**src/rtl/video_timing_engine.sv**
```systemverilog
// Parametrised video timing engine: hs/vs/de generation, read-ahead pixel requests,
// RGB565/RGB888 expansion to 24-bit RGB and a frame-synchronous colour-bar generator.
module video_timing_engine #(
  parameter int unsigned H_SYNC  = 44,
  parameter int unsigned H_BACK  = 148,
  parameter int unsigned H_DISP  = 1280,
  parameter int unsigned H_FRONT = 88,
  parameter int unsigned V_SYNC  = 5,
  parameter int unsigned V_BACK  = 36,
  parameter int unsigned V_DISP  = 720,
  parameter int unsigned V_FRONT = 4,
  parameter logic        HS_POL  = 1'b1,
  parameter logic        VS_POL  = 1'b1,
  parameter int unsigned IN_FMT  = 0,
  parameter int unsigned RD_LAT  = 1,
  localparam int unsigned IN_W   = (IN_FMT == 1) ? 24 : 16
) (
  input  logic            pixel_clk,
  input  logic            sys_rst,
  input  logic            pattern_en,
  input  logic [IN_W-1:0] rd_data,
  output logic            data_req,
  output logic [11:0]     pixel_xpos,
  output logic [11:0]     pixel_ypos,
  output logic            frame_start,
  output logic            video_hs,
  output logic            video_vs,
  output logic            video_de,
  output logic [23:0]     video_rgb
);

  localparam int unsigned CW      = 12;
  localparam int unsigned H_TOTAL = H_SYNC + H_BACK + H_DISP + H_FRONT;
  localparam int unsigned V_TOTAL = V_SYNC + V_BACK + V_DISP + V_FRONT;
  localparam int unsigned HA0     = H_SYNC + H_BACK;
  localparam int unsigned VA0     = V_SYNC + V_BACK;
  localparam int unsigned BW      = H_DISP / 8;

  // h_cnt/v_cnt hold the position whose outputs are loaded at the next edge
  logic [CW-1:0] h_cnt, v_cnt, h_nxt, v_nxt, bar_cnt;
  logic [2:0]    bar_idx;
  logic          hs_c, vs_c, de_c, fs_c, mode, mode_n;
  logic [RD_LAT:0] hs_p, vs_p, de_p, pat_p;
  logic [2:0]    bar_p [RD_LAT+1];
  logic [23:0]   rd_wide, rgb_in;

  function automatic logic [23:0] bar_rgb(input logic [2:0] i);
    case (i)
      3'd0:    bar_rgb = 24'hFFFFFF;
      3'd1:    bar_rgb = 24'hFFFF00;
      3'd2:    bar_rgb = 24'h00FFFF;
      3'd3:    bar_rgb = 24'h00FF00;
      3'd4:    bar_rgb = 24'hFF00FF;
      3'd5:    bar_rgb = 24'hFF0000;
      3'd6:    bar_rgb = 24'h0000FF;
      default: bar_rgb = 24'h000000;
    endcase
  endfunction

  always_comb begin
    h_nxt = (h_cnt == CW'(H_TOTAL - 1)) ? '0 : h_cnt + CW'(1);
    v_nxt = v_cnt;
    if (h_cnt == CW'(H_TOTAL - 1))
      v_nxt = (v_cnt == CW'(V_TOTAL - 1)) ? '0 : v_cnt + CW'(1);
    hs_c   = h_cnt < CW'(H_SYNC);
    vs_c   = v_cnt < CW'(V_SYNC);
    de_c   = (h_cnt >= CW'(HA0)) && (h_cnt < CW'(HA0 + H_DISP)) &&
             (v_cnt >= CW'(VA0)) && (v_cnt < CW'(VA0 + V_DISP));
    fs_c   = (h_cnt == '0) && (v_cnt == '0);
    mode_n = frame_start ? pattern_en : mode;
    rd_wide = 24'(rd_data);
    // MSB replication so full-scale 565 maps to full-scale 888
    rgb_in = (IN_FMT == 1) ? rd_wide :
             {rd_wide[15:11], rd_wide[15:13], rd_wide[10:5], rd_wide[10:9],
              rd_wide[4:0], rd_wide[4:2]};
  end

  always_ff @(posedge pixel_clk or posedge sys_rst) begin
    if (sys_rst) begin
      h_cnt       <= '0;
      v_cnt       <= '0;
      mode        <= 1'b0;
      bar_cnt     <= '0;
      bar_idx     <= '0;
      hs_p        <= '0;
      vs_p        <= '0;
      de_p        <= '0;
      pat_p       <= '0;
      for (int unsigned k = 0; k <= RD_LAT; k++) bar_p[k] <= '0;
      data_req    <= 1'b0;
      pixel_xpos  <= '0;
      pixel_ypos  <= '0;
      frame_start <= 1'b0;
      video_hs    <= ~HS_POL;
      video_vs    <= ~VS_POL;
      video_de    <= 1'b0;
      video_rgb   <= '0;
    end else begin
      h_cnt <= h_nxt;
      v_cnt <= v_nxt;
      if (frame_start) mode <= pattern_en;

      frame_start <= fs_c;
      data_req    <= de_c && !mode_n;
      pixel_xpos  <= de_c ? h_cnt - CW'(HA0) : '0;
      pixel_ypos  <= de_c ? v_cnt - CW'(VA0) : '0;

      // bar counter tracks the position in h_cnt; restarts at each line's first pixel
      if (h_nxt == CW'(HA0)) begin
        bar_cnt <= '0;
        bar_idx <= '0;
      end else if (de_c) begin
        if (bar_cnt == CW'(BW - 1) && bar_idx != 3'd7) begin
          bar_idx <= bar_idx + 3'd1;
          bar_cnt <= '0;
        end else begin
          bar_cnt <= bar_cnt + CW'(1);
        end
      end

      hs_p[0]  <= hs_c;
      vs_p[0]  <= vs_c;
      de_p[0]  <= de_c;
      pat_p[0] <= mode_n;
      bar_p[0] <= bar_idx;
      for (int unsigned k = 1; k <= RD_LAT; k++) begin
        hs_p[k]  <= hs_p[k-1];
        vs_p[k]  <= vs_p[k-1];
        de_p[k]  <= de_p[k-1];
        pat_p[k] <= pat_p[k-1];
        bar_p[k] <= bar_p[k-1];
      end

      video_hs  <= hs_p[RD_LAT] ? HS_POL : ~HS_POL;
      video_vs  <= vs_p[RD_LAT] ? VS_POL : ~VS_POL;
      video_de  <= de_p[RD_LAT];
      video_rgb <= !de_p[RD_LAT] ? '0 :
                   pat_p[RD_LAT] ? bar_rgb(bar_p[RD_LAT]) : rgb_in;
    end
  end

endmodule

```
**config.mk**
```make
export PLATFORM = sky130hd
export DESIGN_NAME = video_timing_engine
export DESIGN_NICKNAME = d
export VERILOG_FILES = /design/src/rtl/video_timing_engine.sv
export SDC_FILE = /design/constraint.sdc
export NUM_CORES = 1
export LEC_CHECK = 0
export CORE_MARGIN = 2
export CORE_UTILIZATION = 50
export DETAILED_ROUTE_END_ITERATION = 8
export PLACE_DENSITY = 0.82
export SYNTH_ARGS = -nofsm -noshare
export SYNTH_HDL_FRONTEND = slang
export SYNTH_SLANG_ARGS = --single-unit
```
**constraint.sdc**
```tcl
create_clock -name pixel_clk -period 6.9 [get_ports pixel_clk]
set_clock_uncertainty 0.1 [all_clocks]
set_input_delay 1.38 -clock pixel_clk [delete_from_list [all_inputs] [get_ports pixel_clk]]
set_output_delay 1.38 -clock pixel_clk [all_outputs]
set_load 0.005 [all_outputs]
```
# --- After elaboration in Yosys (flattened, before gate mapping) ---
# Cells that the tools add are included.
totals:
  reg_bits: 107
  input_bits: 19
op_classes:
  n_addsub: 6
  magnitude_cmp: 6
  n_eq_ne: 11
  n_mux: 16
  reduce_logical: 13
ops:
  columns: ["operator", "n"]
  rows:
  - ["$pmux 24 s7", 1]
  - ["$mux 12", 7]
  - ["$mux 24", 2]
  - ["$add 12x1->12 const B", 3]
  - ["$eq 12x8->1 const B", 2]
  - ["$logic_not 12->1", 2]
  - ["$eq 12x10->1 const B", 1]
  - ["$eq 12x11->1 const B", 1]
  - ["$ge 12x6->1 const B", 1]
  - ["$ge 12x8->1 const B", 1]
  - ["$lt 12x10->1 const B", 1]
  - ["$lt 12x11->1 const B", 1]
  - ["$lt 12x3->1 const B", 1]
  - ["$lt 12x6->1 const B", 1]
  - ["$sub 12x6->12 const B", 1]
  - ["$sub 12x8->12 const B", 1]
  - ["$eq 3x3->1 const B", 3]
  - ["$mux 3", 3]
  - ["$eq 3x2->1 const B", 2]
  - ["$logic_and 1x1->1", 6]
  - ["$reduce_bool 2->1", 2]
  - ["$add 3x1->3 const B", 1]
  - ["$eq 3x1->1 const B", 1]
  - ["$logic_not 3->1", 1]
  - ["4 further kinds", 6]

# --- Logic depth before layout (Yosys ltp) ---
# Gate-level depths: netlist of the first run.
logic_depth:
  ltp_word: 6
  mapped_depth: 10

# --- Worst setup path after synthesis of the first run ---
# OpenSTA, ideal clock, no wires.
synth_path:
  path_kind: "register -> register"
  from: "reg h_cnt[6]"
  to: "reg bar_cnt[7]"
  arrival_ps: 2104
  path_slack_ps: 4575
  path_stages_with_launch: 10
  period_less_slack_ps: 2325
  path_cell_list: "dfrtp_1 ha_1 a21o_1 a2111oi_0 nand3_1 inv_1 buf_2 o21ai_0 a22oi_1 nor2_1"
synth_via:
  elab_chain_len: 5
synth_rtl:
  columns: ["element", "line", "rtl"]
  rows:
  - ["start: declaration", "40", "logic [CW-1:0] h_cnt, v_cnt, h_nxt, v_nxt, bar_cnt;"]
  - ["start signal: assignment", "99", "h_cnt <= h_nxt;"]
  - ["$ge 12x8->1 / $lt 12x11->1 (equally long branches)", "67", "de_c = (h_cnt >= CW'(HA0)) && (h_cnt < CW'(HA0 + H_DISP)) &&"]
  - ["$logic_and 1x1->1 * (2 in a row)", "67", null]
  - ["$logic_and 1x1->1 *", "68", "(v_cnt >= CW'(VA0)) && (v_cnt < CW'(VA0 + V_DISP));"]
  - ["net de_c", "42", "logic hs_c, vs_c, de_c, fs_c, mode, mode_n;"]
  - ["$reduce_bool 2->1 (no source line) *", null, null]
  - ["end signal: assignment", "117", "bar_cnt <= bar_cnt + CW'(1);"]
  - ["end: declaration", "40", null]
# Mark *: on every way through the listed nets, which the timed path passes. The rest lies on a longest branch.
# A chain may end at the register's enable or synchronous reset.

# --- Worst setup path in the final report of the first run ---
layout_path:
  from: "reg h_cnt[6]"
  to: "reg v_cnt[6]"
layout_via:
  elab_chain_len: 1
layout_rtl:
  columns: ["element", "line", "rtl"]
  rows:
  - ["$eq 12x11->1", "63", "if (h_cnt == CW'(H_TOTAL - 1))"]
  - ["end signal: assignment", "100", "v_cnt <= v_nxt;"]
  - ["end: declaration", "40", null]
# Every way passes these cells.

==> results of run 1 <==
[Yosys cell counts, drive strengths merged, types with 8 or more instances]
master,n,share of area (%)
buf,16,2.4
inv,11,0.92
nand4,8,1.1
a21oi,16,1.9
o21ai,22,2.5
clkbuf,14,1.2
xnor2,14,2.7
a21boi,16,2.7
nand3,14,1.6
nand2b,24,3.4
and3,11,1.5
and2,8,1.1
xor2,9,1.8
nor2,41,3.6
nand2,26,2.2
ha,14,3.9
dfrtp,98,55
[metrics by stage]
| step | power [mW] | util, % | area, µm² |
|---|---|---|---|
| after CTS | 1.00 | 61.8 | 5390 |
| after detailed placement | 0.615 | 59.4 | 5180 |
| final | 0.990 | 61.8 | 5390 |
| after global routing | 1.02 | 61.8 | 5390 |
| after floorplan | 0.599 | - | 4480 |
| after global placement | 0.614 | 59.4 | 5180 |
[cell type report]
| cell class | count | area share (%) |
|---|---|---|
| clock inverters | 6 | 1.35 |
| well taps | 108 | 2.51 |
| clock buffers | 10 | 2.55 |
| repair buffers | 73 | 13.5 |
| flip-flops and latches | 98 | 45.5 |
| multi-input cells | 284 | 33.8 |
| inverters | 11 | 0.813 |
[layout by cell type (no fill, tap or decap), types with 7 or more instances in the layout]
| master | n |
|---|---|
| inv_1 | 10 |
| xor2_1 | 9 |
| and3_1 | 11 |
| nor3_1 | 7 |
| nor2_1 | 40 |
| o21ai_0 | 19 |
| nand3_1 | 14 |
| xnor2_1 | 14 |
| nand2b_1 | 24 |
| clkdlybuf4s50_1 | 71 |
| nand2_1 | 25 |
| and2_1 | 8 |
| a21boi_0 | 16 |
| ha_1 | 14 |
| clkbuf_8 | 10 |
| a21oi_1 | 15 |
| nor4_1 | 7 |
| nand4_1 | 8 |
| dfrtp_1 | 98 |
[where the power goes]
group / internal [mW] / total (mW) / switching [mW]
registers: 0.574 / 0.576 / 0.00145
logic: 0.0119 / 0.0264 / 0.0145
clock network: 0.182 / 0.387 / 0.205
total: 0.768 / 0.990 / 0.221
[routing by layer]
metal / GRT usage (%) / up-vias / part of all wire, %
li1: - / 1552 / -
met1: 25.8 / 1547 / 45
met2: 30.7 / 109 / 47
met3: 3.83 / 13 / 5.3
met4: 8.85 / 0 / 1.9
met5: 0 / - / 0
[state kept, by name (all words and copies together) (netlist names), 2 cells and up]
name and flops:
bar_cnt 12, bar_idx 3, bar_p 6, de_p 2
h_cnt 12, hs_p 2, pat_p 2, pixel_xpos 12
pixel_ypos 12, v_cnt 12, video_rgb 16, vs_p 2
[kinds of logic (layout without fill, tap and decap cells)]
group                      after synthesis  after routing
muxes                                    2              2
AOI/OAI and AO/OA                       74             74
DFF                                     98             98
and+or+nand+nor                        171            171
buffers and inverters                   41            100
adders and majority gates               14             14
xor gates and xnor gates                23             23
[worst register-to-register path, cell delays in order, from the launching register on]
cell and delay [ps]:
dfrtp_1 500, inv_1 140, ha_1 180, or4b_1 510, nor4b_4 690, o21ai_1 440, o31ai_1 380
[worst paths after layout]
path                            slack, ps  cells after the start     start       endpoint
worst max-delay path                 3870                      6  h_cnt[6]       v_cnt[6]
worst min register to register        260                      0  bar_p[5]       bar_p[2]
min in group asynchronous            1320                      2   sys_rst  video_rgb[13]
worst min-delay path                  260                      0  bar_p[5]       bar_p[2]
worst max register to register       3870                      6  h_cnt[6]       v_cnt[6]
max in group asynchronous            4310                      3   sys_rst  pixel_xpos[9]
==> metrics, run 1 <==
CTS max path bufs=2; layout cell share with drive strength beyond 1=5.60%; Die H=98.6 µm; Critical Path AT=3190 ps; routed vias=3221; EDFF count, synth=0; Worst-Margin Slew=776 ps; Crit. End Element=flop; CTS tree=done; WL per Instance=14.9 µm; Cells after DPL=574; Setup Buffers After CTS=0; initial antenna violation count=0; Filler cells=680; largest family of logic cells by synthesized area=simple AND/OR/NAND/NOR gates; Worst IR Drop VDD=0.114 mV; Die ar.=9720 µm²; Initial DRT Pass Iterations=5; CP Launch Type=flop; # Max-Cap Violations=0; core box area=8720 µm²; non-filler cells, final=590; adder-cell share of the synthesized area=3.91%; post-synthesis simple-gate area fraction=21.4%; H-Tree Depth=3; leading register cell type out of synthesis=dfrtp_1; outcome=complete, no violations; final setup margin=3870 ps; max incr delay on CP=690 ps; post-synthesis xor/xnor area fraction=4.50%; Setup Slack @ Placement=3830 ps; Max Fclk=330 MHz; Syn Inst Count=423; CTS-repair resized insts=0; synth-to-layout area growth=20.4%; Final Slew Violations=0; # setup viols final=0; Synth Area in Compound Gates=10.4%; register area=2450 µm²; nets=510; Buffers on Ports=71; period utilization=43.9%; residual DRC count=0; delay-heaviest family, CP=simple AND/OR/NAND/NOR gates; Critical path buffers and inverters=1; CTS Sinks=98; Synth cell types=52; Hold Crit Class=reg -> reg; Critical Path, Cell by Cell=inv_1 -> ha_1 -> or4b_1 -> nor4b_4 -> o21ai_1 -> o31ai_1; vias in the first global route=3155; minimum clock period=3030 ps; syn nets=456; total gr overflow=0; routability cong.=0.876; mux contribution to synthesized area=0.475%; DRT iter0 DRCs=204; critical path peak fanout=17; leak pwr=2.43 nW; largest net degree at the start of global routing=53; hold_buf cts=0; Routed WL=8780 µm; IO Count=72; Seq/Total Area, Yosys=54.8%; Initial Utilization=51.3%; root buffer cell=clkbuf_8; Final Hold Fails=0; Routed Antenna Nets=0; CP max-delay cell=nor4b_4; syn_area_per_cell=10.6 µm²; ANT cells=0; post-synthesis register bit count=98; synth warn=0; Detailed Place HPWL=6060 µm; first-pass GRT wire length=15100 µm; die width=98.6 µm; Syn Std Cell Area=4480 µm²; PD cells=184 nW/µm²; Rel. slew slack=48.0%; setup TNS=0 ps; all-layer global routing usage=19.3%; FP Rows=34; Multi-input gate area=1820 µm²; WP data required=7060 ps; CTS clk-pin slew, worst paths=100 ps; RSZ-0062 raised after global routing=no; CP Class=reg -> reg; WHS=256 ps; Async SR Flop Fraction=100%; CTS Buf Count=9; clock latency on the worst-skew pair=360 ps; average via count per standard cell=5.46
Power figures use the tool's default switching activity.
==> run 2, diff against run 1 <==
--- a/config.mk
+++ b/config.mk
@@ -6,9 +6,9 @@
 export NUM_CORES = 1
 export LEC_CHECK = 0
 export CORE_MARGIN = 2
-export CORE_UTILIZATION = 50
+export CORE_UTILIZATION = 48
 export DETAILED_ROUTE_END_ITERATION = 8
-export PLACE_DENSITY = 0.82
+export PLACE_DENSITY = 0.83
 export SYNTH_ARGS = -nofsm -noshare
 export SYNTH_HDL_FRONTEND = slang
 export SYNTH_SLANG_ARGS = --single-unit
==> constraint.sdc (replaced) <==
create_clock -name pixel_clk -period 2.57 [get_ports pixel_clk]
set_clock_uncertainty 0.1 [all_clocks]
set_input_delay 0.514 -clock pixel_clk [delete_from_list [all_inputs] [get_ports pixel_clk]]
set_output_delay 0.514 -clock pixel_clk [all_outputs]
set_load 0.005 [all_outputs]
==> run 2 against run 1 <==
Compared with the run above:
- power increased to 2.6 times the previous value
- maximum frequency is 21% higher
- first-iteration DRC count increased by 4.9%
- sequential share of layout area is 2.3 points lower
- worst hold slack barely moved
- clock power rose to 2.5 times the previous value
- sequential power rose to 2.7 times the previous value
- routed wire length grew 6.7%
- register-to-register slack got worse by 3800 ps
- highest routed layer unchanged
==> metrics, run 2 (synthesis results as in run 1) <==
all-layer global routing usage=19.3% (about the same); Critical Path AT=2710 ps (was 3190 ps); Multi-input gate area=1870 µm² (was 1820 µm²); max FFs per register=16 (unchanged); WP data required=2760 ps (was 7060 ps); Filler cells=730 (was 680); register area=2450 µm² (unchanged); IO Count=72 (unchanged); Rel. slew slack=67.0% (was 48.0%); DRT iter0 DRCs=214 (was 204); residual DRC count=0 (unchanged); Final Hold Fails=0 (unchanged); routability cong.=0.887 (was 0.876); total power=2.60 mW (was 990 µW); RR Startpoint=h_cnt[6] (unchanged); Die H=101 µm (was 98.6 µm); min-delay src=vs_p[1] (was bar_p[5]); leak pwr=2.56 nW (was 2.43 nW); CTS tree=done (unchanged); H-Tree Depth=3 (unchanged); WL per Instance=15.2 µm (was 14.9 µm); Die ar.=10100 µm² (was 9720 µm²); Hold Path Depth=0 (unchanged); Max Fclk=398 MHz (was 330 MHz); Initial DRT Pass Iterations=4 (was 5); Hold Crit Class=reg -> reg (unchanged); CTS Sinks=98 (unchanged); root buffer cell=clkbuf_8 (unchanged); first-pass GRT wire length=15500 µm (was 15100 µm); Sequential Power Share=59.4% (was 58.2%); Comb power frac=3.2% (was 2.7%); Routed Antenna Nets=0 (unchanged); CTS clk-pin slew, worst paths=90 ps (was 100 ps); CP Class=reg -> reg (unchanged); switching power total=560 µW (was 221 µW); # setup viols final=0 (unchanged); reg2reg setup slack=60 ps (was 3870 ps); CTS Buf Count=9 (unchanged); WHS=255 ps (was 256 ps); routed vias=3350 (was 3221); commonest cells after routing, fill and taps aside=98 x dfrtp_1, 71 x clkdlybuf4s50_1, 37 x nor2_1 (was 98 x dfrtp_1, 71 x clkdlybuf4s50_1, 40 x nor2_1); Worst IR Drop VDD=0.325 mV (was 0.114 mV); core box area=9150 µm² (was 8720 µm²); Crit. End Element=flop (unchanged); hold_buf cts=0 (unchanged); average via count per standard cell=5.42 (was 5.46); Hold EP=video_vs (was bar_p[2]); Final Slew Violations=0 (unchanged); die width=101 µm (was 98.6 µm); layout cell share with drive strength beyond 1=13.0% (was 5.60%); CP Launch Type=flop (unchanged); outcome=complete, no violations (unchanged); ANT cells=0 (unchanged); Routed WL=9380 µm (was 8780 µm); Worst-Margin Slew=491 ps (was 776 ps); total gr overflow=0 (unchanged); FP Rows=35 (was 34); PD cells=459 nW/µm² (was 184 nW/µm²); worst r2r path cells=11 (was 6); largest net degree at the start of global routing=38 (was 53); CTS max path bufs=2 (unchanged); nets=535 (was 510); minimum clock period=2510 ps (was 3030 ps); synth-to-layout area growth=26.6% (was 20.4%); Crit Reg-Reg Endpoint=bar_cnt[4] (was v_cnt[6]); Initial Utilization=48.9% (was 51.3%); commonest non-fill, non-tap cell in the layout=dfrtp_1 (unchanged); Detailed Place HPWL=6820 µm (was 6060 µm); initial antenna violation count=0 (unchanged); Sw Ratio=21.5% (was 22.4%); cell internal pwr=2.04 mW (was 768 µW); clock latency on the worst-skew pair=360 ps (about the same); critical path peak fanout=15 (was 17); Buffers on Ports=71 (unchanged); # Max-Cap Violations=0 (unchanged); clock share of power=37.4% (was 39.1%); vias in the first global route=3267 (was 3155); period utilization=97.8% (was 43.9%); register bank with the most flops=video_rgb (unchanged)
-- run 2: how the worst max path moves through the flow --
stage | cells after the start | end | startpoint
detailed placement | 7 | bar_idx[2] | h_cnt[0]
finish | 11 | bar_cnt[4] | h_cnt[6]
global route | 11 | bar_cnt[9] | h_cnt[6]
CTS | 10 | bar_idx[2] | h_cnt[6]
floorplan | 9 | bar_cnt[7] | h_cnt[6]
global placement | 6 | bar_cnt[8] | h_cnt[0]
-- run 2: what timing repair did --
action | 4_1_cts | 5_1_grt
resized for setup | 1 | 18
gates cloned | 0 | 0
setup endpoints to repair | 16 | 23
setup buffers | 1 | 3
pin swaps | 1 | 3
-- run 2: through the flow --
step	setup WS, ps	area [µm²]	utilization, %	setup TNS, ps	cells
2_1_floorplan	245	4480	-	0	423
3_3_place_gp	29.1	5390	58.9	0	600
4_1_cts	-10.0	5610	61.3	-10.0	617
5_1_grt	-22.6	5670	61.9	-212	618
6_report	56.1	5670	61.9	0	618
3_5_place_dp	-107	5390	58.9	-880	600
-- run 2: worst max-delay path, cell delays in order, from the launching register on --
cell     delay, ps
dfrtp_1        390
buf_4          170
inv_2           60
ha_2           180
or4b_4         490
nor4b_4        260
buf_4          180
a21oi_2         40
nor2b_1        150
nor4b_4        140
buf_12         170
nor2_2         110
-- run 2: layout make-up --
class,count,share of cell area (%)
inverters,11,0.795
repair buffers,98,17.1
well taps,111,2.45
clock inverters,5,1.13
clock buffers,11,2.32
multi-input cells,284,32.9
flip-flops and latches,98,43.3
-- run 2: power by group through the flow --
stage	clock network (mW)	logic (mW)	registers (mW)
6_report	0.972	0.0824	1.55
5_1_grt	1.05	0.0930	1.55
4_1_cts	0.995	0.0851	1.55
3_5_place_dp	0	0.0844	1.58
3_3_place_gp	0	0.0826	1.58
2_1_floorplan	0	0.0363	1.57
-- run 2: routing by layer --
metal / global-route usage (%) / routed length, µm
met2: 33.1 / 4590
met1: 24.3 / 4090
met4: 8.01 / 202
met5: 0 / 0
met3: 3.26 / 484
